**src/rtl/c17_bist_pkg.sv**
```systemverilog
// Shared types and constants for the c17 BIST controller: FSM states, LFSR taps, MISR polynomial.
package c17_bist_pkg;

  typedef enum logic [1:0] {
    IDLE  = 2'd0,
    RUN   = 2'd1,
    FLUSH = 2'd2,
    DONE  = 2'd3
  } state_t;

  localparam int          LFSR_W    = 5;
  // Fibonacci x^5+x^3+1: feedback is bit4 ^ bit2, shifted in at bit0
  localparam logic [4:0]  LFSR_TAPS = 5'b10100;
  localparam logic [15:0] MISR_POLY = 16'h1021;

  function automatic logic [LFSR_W-1:0] lfsr_next(input logic [LFSR_W-1:0] v);
    return {v[LFSR_W-2:0], ^(v & LFSR_TAPS)};
  endfunction

endpackage

```
**src/rtl/c17_misr.sv**
```systemverilog
// 16-bit MISR compacting the 2-bit c17 response; clr wins over en.
// Latency: one cycle per absorbed word. No backpressure: absorbs whenever en is high.
module c17_misr
  import c17_bist_pkg::*;
(
  input  logic        clk,
  input  logic        rst,
  input  logic        clr,
  input  logic        en,
  input  logic [1:0]  din,
  output logic [15:0] sig
);

  always_ff @(posedge clk) begin
    if (rst || clr) begin
      sig <= '0;
    end else if (en) begin
      sig <= {sig[14:0], 1'b0} ^ (sig[15] ? MISR_POLY : 16'h0000) ^ {14'b0, din};
    end
  end

endmodule

```
**src/rtl/c17_bist_ctrl.sv**
```systemverilog
// BIST controller for a c17 core: LFSR patterns out, MISR signature in, pass/fail against golden.
// Latency: NUM_PATTERNS+1 busy cycles then a one-cycle done. No backpressure: start is dropped unless IDLE.
// Optional C17_BIST_CTRL_ZERO_PATTERN_EN appends an all-zero pattern to make the run exhaustive.
module c17_bist_ctrl
  import c17_bist_pkg::*;
#(
  parameter int         NUM_PATTERNS = 31,
  parameter logic [4:0] SEED         = 5'h01
)
(
  input  logic        clk,
  input  logic        rst,
  input  logic        start,
  input  logic [15:0] golden,
  input  logic [1:0]  cut_out,
  output logic [4:0]  cut_in,
  output logic        busy,
  output logic        done,
  output logic        pass,
  output logic [15:0] signature,
  output logic [5:0]  pattern_cnt
);

`ifdef C17_BIST_CTRL_ZERO_PATTERN_EN
  localparam int LAST_CNT = NUM_PATTERNS + 1;
`else
  localparam int LAST_CNT = NUM_PATTERNS;
`endif

  state_t      state, state_nxt;
  logic        accept;
  logic [1:0]  capture_q;
  logic        capture_vld;

  always_ff @(posedge clk) begin
    if (rst) state <= IDLE;
    else     state <= state_nxt;
  end

  always_comb begin
    state_nxt = state;
    accept    = 1'b0;
    busy      = 1'b0;
    done      = 1'b0;
    case (state)
      IDLE: begin
        if (start) begin
          accept    = 1'b1;
          state_nxt = RUN;
        end
      end
      RUN: begin
        busy = 1'b1;
        if (pattern_cnt == 6'(LAST_CNT)) state_nxt = FLUSH;
      end
      FLUSH: begin
        busy      = 1'b1;
        state_nxt = DONE;
      end
      DONE: begin
        done      = 1'b1;
        state_nxt = IDLE;
      end
      default: state_nxt = IDLE;
    endcase
  end

  always_ff @(posedge clk) begin
    if (rst) begin
      cut_in      <= '0;
      pattern_cnt <= '0;
      pass        <= 1'b0;
      capture_q   <= '0;
      capture_vld <= 1'b0;
    end else begin
      // The response to the pattern on cut_in is captured one cycle later, so the
      // last pattern is only absorbed by the MISR on the FLUSH->DONE edge.
      capture_vld <= (state == RUN);
      if (state == RUN || state == FLUSH) capture_q <= cut_out;

      if (accept) begin
        cut_in      <= SEED;
        pattern_cnt <= 6'd1;
        pass        <= 1'b0;
      end else if (state == RUN && state_nxt == RUN) begin
`ifdef C17_BIST_CTRL_ZERO_PATTERN_EN
        if (pattern_cnt == 6'(NUM_PATTERNS)) cut_in <= '0;
        else                                 cut_in <= lfsr_next(cut_in);
`else
        cut_in <= lfsr_next(cut_in);
`endif
        pattern_cnt <= pattern_cnt + 6'd1;
      end

      if (state == DONE) pass <= (signature == golden);
    end
  end

  c17_misr u_misr (
    .clk (clk),
    .rst (rst),
    .clr (accept),
    .en  (capture_vld),
    .din (capture_q),
    .sig (signature)
  );

endmodule

```
**config.mk**
```make
export PLATFORM = sky130hd
export DESIGN_NAME = c17_bist_ctrl
export DESIGN_NICKNAME = d
export VERILOG_FILES = /design/src/rtl/c17_bist_pkg.sv /design/src/rtl/c17_misr.sv /design/src/rtl/c17_bist_ctrl.sv
export SDC_FILE = /design/constraint.sdc
export NUM_CORES = 1
export LEC_CHECK = 0
export ABC_AREA = 1
export CELL_PAD_IN_SITES_DETAIL_PLACEMENT = 0
export CELL_PAD_IN_SITES_GLOBAL_PLACEMENT = 1
export CORE_MARGIN = 1
export CORE_UTILIZATION = 35
export DETAILED_ROUTE_END_ITERATION = 8
export PLACE_DENSITY_LB_ADDON = 0.2
export SYNTH_ARGS = -nofsm -noshare
export SYNTH_HDL_FRONTEND = slang
export SYNTH_SLANG_ARGS = --single-unit
```
**constraint.sdc**
```tcl
create_clock -name clk -period 4.85 [get_ports clk]
set_input_delay 1.2125 -clock clk [delete_from_list [all_inputs] [get_ports clk]]
set_output_delay 1.2125 -clock clk [all_outputs]
set_load 0.02 [all_outputs]
```
==> results of run 1 <==
[worst max-delay path, delay by kind of cell, from the launching register on]
| family | cells | cell delay [ns] |
|---|---|---|
| adder cells (fa/ha/maj) | 1 | 0.36 |
| buffers and inverters | 2 | 0.73 |
| flip-flops | 1 | 0.41 |
[power by group through the flow]
stage          Combinational (mW)  Sequential [mW]  Clock [mW]
4_1_cts                     0.446            0.363       0.273
3_3_place_gp                0.446            0.370           0
3_5_place_dp                0.443            0.369           0
6_report                    0.441            0.362       0.267
2_1_floorplan               0.290            0.382           0
5_1_grt                     0.489            0.372       0.288
[Yosys cell counts (3+ instances only)]
cell	count	share of area [%]
nand2_1	50	11
dfxtp_1	33	39
nor2_1	29	6.4
inv_1	27	6.0
a21oi_1	21	6.2
o21ai_0	11	3.2
nand3_1	10	3.0
xor2_1	9	4.7
xnor2_1	7	3.6
ha_1	6	4.4
a21oi_2	4	2.1
clkbuf_1	4	0.89
or2_2	3	1.1
[cell usage in the layout (no fill, tap or decap), types with 3 or more instances in the layout]
cell type and count:
xnor2_1 7, dfxtp_1 33, inv_1 27, o21ai_0 11
a21oi_1 21, nand3_1 10, ha_1 6, nor2_1 29
or2_2 3, nand2_1 50, clkdlybuf4s50_1 50, xor2_1 9
clkbuf_8 6, a21oi_2 4
[metrics by stage]
stage               setup slack [ns]  power, mW  instance area [µm²]
floorplan                       2.76      0.672                 1690
global placement                1.93      0.816                 2230
detailed placement              1.90      0.812                 2230
CTS                             1.84       1.08                 2350
global route                    1.73       1.15                 2350
finish                          1.85       1.07                 2350
[kinds of logic after synthesis]
family / after synthesis / synth area share, %
simple gates: 100 / 25.3
compound gates: 43 / 15.1
buf+inv: 34 / 7.83
flops: 33 / 39.0
xor+xnor: 16 / 8.27
fa+ha+maj: 6 / 4.43
[routing by layer]
layer | vias up | GRT usage (%)
met4 | 0 | 5.23
met1 | 677 | 19.0
met3 | 6 | 5.06
met2 | 41 | 24.8
met5 | - | 0
li1 | 827 | -
[final cells by class]
type | count | share of cell area [%]
Sequential cell | 33 | 28.1
Multi-Input combinational cell | 165 | 38.3
Inverter | 28 | 4.57
Timing Repair Buffer | 50 | 21.3
Clock buffer | 6 | 3.51
Tap cell | 52 | 2.76
Clock inverter | 2 | 1.59
[flip-flops by register name (all words and copies together) (netlist names)]
register     count
pattern_cnt      6
state            2
pass             1
capture_q        2
capture_vld      1
u_misr.sig      16
cut_in           5
[final timing paths]
path / end
worst min register to register: capture_q[0]
worst max register to register: u_misr.sig[0]
worst max-delay path: busy
worst min-delay path: capture_q[0]
==> flow_summary.yaml, run 1 <==
route:
  top_layer: "met4"
  totalWireLength_mm: 3.76
  drtIter0Drc: 71
  drc: 0
  vias_per_cell: 4.62
  num_vias: 1551
  ant_nets: 0
  firstDrtPassIters: 4
  wl_met1_mm: 1.71
  met2WireLength_mm: 1.76
  dr_wl_met3_um: 244
  wl_per_cell_um: 11.2
clocking:
  post_cts_buffers: 0
  postCtsResizedCells: 0
  ctsHoldBuffers: 0
  cts_buffers: 5
  clk_pin_slew_ns: 0.07
  insertion_delay_ns: 0.28
  cts_sinks: 33
  cts_tree: "done"
  cts-root-buf: "clkbuf_8"
  cts_buffer_depth: 2
  htree_levels: 2
timing:
  setup_viol: 0
  skew_ns: 0.00723
  tns_ns: 0
  layout_min_cycle_time_ns: 3.00
  relSlewSlack_pct: 54.8
  worst_slew_pin_slew_ns: 0.677
  fmax_mhz: 333
  holdWs_ns: 0.482
  finalHoldViolCount: 0
  rsz0062_at_grt: "no"
  final_max_slew_viol_count: 0
  period_share_pct: 61.8
global_routing:
  grt_pass1_vias: 1355
  grt_usage_pct: 15.2
  grt_pass1_wl_mm: 5.98
  grt_max_degree: 21
  grt-ovfl-total: 0
  antenna_found_initial: 0
place:
  hpwl_mm: 2.85
  gp_routability_congestion: 0.761
  placedCellCount: 328
  portBuffers: 50
power_and_ir_drop:
  seq_power_share_pct: 33.9
  switching_share_pct: 38.6
  p_switching_mw: 0.413
  vdd.ir_drop.worst_mv: 0.405
  pwr-share-comb_pct: 41.2
  power.density_nw_per_um2: 455
  p_clk_share_pct: 24.9
  internal_power_mw: 0.657
  p_leak_nw: 0.921
die:
  die_y_um: 71.6
  die_w_um: 71.6
  core_um2: 4500
  die_area_um2: 5120
  io_pins: 51
  rows: 24
  start_util_pct: 37.6
worst_setup_path:
  cp-start-kind: "flop"
  worstPathMaxFanout: 5
  max_stage_delay_ns: 0.63
  worstRegToRegCells: 9
  reg2reg_from: "state[0]"
  crit_type: "flop to primary output"
  worstPathArrival_ns: 1.79
  endpoint_kind: "primary output"
  cpMaxStageDelayCell: "clkdlybuf4s50_1"
  cp_cell_sequence: "inv_1 > ha_1 > clkdlybuf4s50_1"
  cp.required_ns: 3.64
  rrSetupSlack_ns: 2.90
  crit_start: "state[0]"
layout:
  final_layout_size_suffix_gt1_share_pct: 8.45
  layout.nets: 310
  diodes: 0
  fillers: 467
  syn_to_final_growth_pct: 39.0
  utilization_pct: 52.3
  layoutNonFillerInstCount: 336
  multi_input_area_um2: 901
  seq_area_um2: 661
synthesis:
  synth-edff-count: 0
  syn_avg_cell_area_um2: 7.30
  synth_flop_cell: "dfxtp_1"
  synthCells: 232
  synthesis.nets: 259
  yosysSeqAreaShare_pct: 39.0
  synth.cell_area_um2: 1690
  yosysUniqueCellTypes: 25
  async_flop_share_pct: 0
  ys.warnings.count: 0
  ys_ff_latch: 33
min_path:
  hold_path_depth: 2
  min_from: "capture_q[0]"
  worstHoldPathType: "flop to flop"
flow_run:
  cap_viol_max_count: 0
status:
  status: "completed"
No activity file was read; power rests on OpenSTA's default activity.
==> inputs of run 2 (changes only) <==
--- a/config.mk
+++ b/config.mk
@@ -9,7 +9,7 @@
 export CELL_PAD_IN_SITES_DETAIL_PLACEMENT = 0
 export CELL_PAD_IN_SITES_GLOBAL_PLACEMENT = 1
 export CORE_MARGIN = 1
-export CORE_UTILIZATION = 35
+export CORE_UTILIZATION = 29
 export DETAILED_ROUTE_END_ITERATION = 8
 export PLACE_DENSITY_LB_ADDON = 0.2
 export SYNTH_ARGS = -nofsm -noshare
==> constraint.sdc (replaced) <==
create_clock -name clk -period 2.55 [get_ports clk]
set_input_delay 0.6375 -clock clk [delete_from_list [all_inputs] [get_ports clk]]
set_output_delay 0.6375 -clock clk [all_outputs]
set_load 0.02 [all_outputs]
==> run 2 against run 1 <==
Hold slack improved by 0.0049 ns; combinational power rose by 100%; cell area rose by 0.64%; largest cell class unchanged; critical path type unchanged; die area rose by 20%; non-clock buffer count rose by 4; core utilization fell by 9.8 points; register-to-register slack got worse by 2.1 ns; sequential cell count did not move; sequential share of layout area fell by 0.18 points; via count rose by 1.4%; clock power rose by 42%; cell count rose by 7.1%.
==> flow_summary.yaml, run 2 (synthesis gave the netlist of run 1 again) <==
worst_setup_path:
  worstRegToRegCells: 9
  cp-endpoint: "busy"
  reg2reg_from: "state[0]"
  crit_start: "state[0]"
  rrSetupSlack_ns: 0.80
  timing.rr.end: "cut_in[2]"
  endpoint_kind: "primary output"
  worstPathArrival_ns: 1.76
  worstPathMaxFanout: 5
  crit_type: "flop to primary output"
  cp.required_ns: 1.91
  cp-start-kind: "flop"
timing:
  tns_ns: 0
  fmax_mhz: 418
  worst_slew_pin_slew_ns: 0.514
  setup_viol: 0
  relSlewSlack_pct: 65.7
  final_max_slew_viol_count: 0
  skew_ns: 0.00617
  period_share_pct: 93.9
  finalHoldViolCount: 0
  layout_min_cycle_time_ns: 2.40
  rsz0062_at_grt: "no"
power_and_ir_drop:
  vdd.ir_drop.worst_mv: 0.561
  power.density_nw_per_um2: 816
  p_total_mw: 1.93
  p_leak_nw: 0.923
global_routing:
  grt_pass1_wl_mm: 6.60
  grt_usage_pct: 13.9
  antenna_found_initial: 0
  grt-ovfl-total: 0
  use_met1_pct: 19.5
  grt_max_degree: 18
  globalRouteMet2Util_pct: 19.3
  busiest_layer: "met1"
  met3_usage_pct: 4.07
  grt_pass1_vias: 1397
clocking:
  cts_sinks: 33
  ctsHoldBuffers: 0
  htree_levels: 2
  insertion_delay_ns: 0.28
  cts_buffer_depth: 2
  cts_buffers: 5
  postCtsResizedCells: 0
  cts_tree: "done"
  post_cts_buffers: 0
  cts-root-buf: "clkbuf_8"
  clk_pin_slew_ns: 0.07
route:
  drc: 0
  firstDrtPassIters: 4
  vias_per_cell: 4.37
  ant_nets: 0
  num_vias: 1573
  drtIter0Drc: 79
  wl_per_cell_um: 11.1
  totalWireLength_mm: 3.99
die:
  io_pins: 51
  core_um2: 5570
  die_area_um2: 6150
  start_util_pct: 30.4
  die_w_um: 78.4
  die_y_um: 78.4
  rows: 27
layout:
  syn_to_final_growth_pct: 39.9
  largest_reg_flops: 16
  diodes: 0
  final_layout_size_suffix_gt1_share_pct: 8.68
  reg_top3: "u_misr.sig (16), pattern_cnt (6), cut_in (5)"
  top_register: "u_misr.sig"
  fillers: 598
  layout_common_cells: "nand2_1, clkdlybuf4s50_1, dfxtp_1, nor2_1, inv_1"
  layout.nets: 314
  multi_input_area_um2: 901
  utilization_pct: 42.5
  seq_area_um2: 661
place:
  hpwl_mm: 3.00
  gp_routability_congestion: 0.743
  portBuffers: 50
min_path:
  min_from: "capture_q[0]"
  worstHoldPathType: "flop to flop"
status:
  status: "completed"
flow_run:
  cap_viol_max_count: 0
## run 2: cell count changes in the layout (fill, tap and decap cells not counted), sizes merged
cell,previous run,this run
buf,0,4
clkbuf,6,8
bufinv,1,0
clkinvlp,1,0
## run 2: metal layers
| metal | wire length, µm | share of wire [%] | up-vias |
|---|---|---|---|
| li1 | - | - | 841 |
| met1 | 2040 | 51 | 692 |
| met2 | 1690 | 42 | 34 |
| met3 | 193 | 4.8 | 6 |
| met4 | 72 | 1.8 | 0 |
| met5 | 0 | 0 | - |
## run 2: worst min path at each step
| stage | end | slack (ns) | cells after the start |
|---|---|---|---|
| floorplan | capture_q[1] | 0.45 | 2 |
| global placement | capture_q[0] | 0.48 | 2 |
| detailed placement | capture_q[0] | 0.48 | 2 |
| CTS | capture_q[0] | 0.49 | 2 |
| global route | capture_q[0] | 0.51 | 2 |
| finish | capture_q[0] | 0.49 | 2 |
## run 2: report_power, final
part / internal (mW) / switching [mW] / total [mW]
registers: 0.597 / 0.0786 / 0.675
logic: 0.353 / 0.527 / 0.881
clock network: 0.194 / 0.185 / 0.379
total: 1.14 / 0.791 / 1.93
## run 2: cell type report
class	count	area share (%)
Multi-Input combinational cell	165	38.0
Sequential cell	33	27.9
Tap cell	72	3.80
Inverter	28	4.54
Timing Repair Buffer	54	22.4
Clock buffer	8	3.38
## run 2: stage by stage
step	setup slack (ns)	hold WS [ns]	area, µm²	cells
final	0.155	0.487	2370	360
after global routing	0.0445	0.508	2370	360
after CTS	0.143	0.487	2370	360
after detailed placement	0.415	0.476	2290	352
after global placement	0.428	0.475	2290	352
after floorplan	0.985	0.452	1690	232
## run 2: worst max-delay path, stage by stage (launching register included)
cell             delay [ns]
dfxtp_1                0.41
inv_1                  0.11
ha_1                   0.34
clkdlybuf4s50_1        0.61
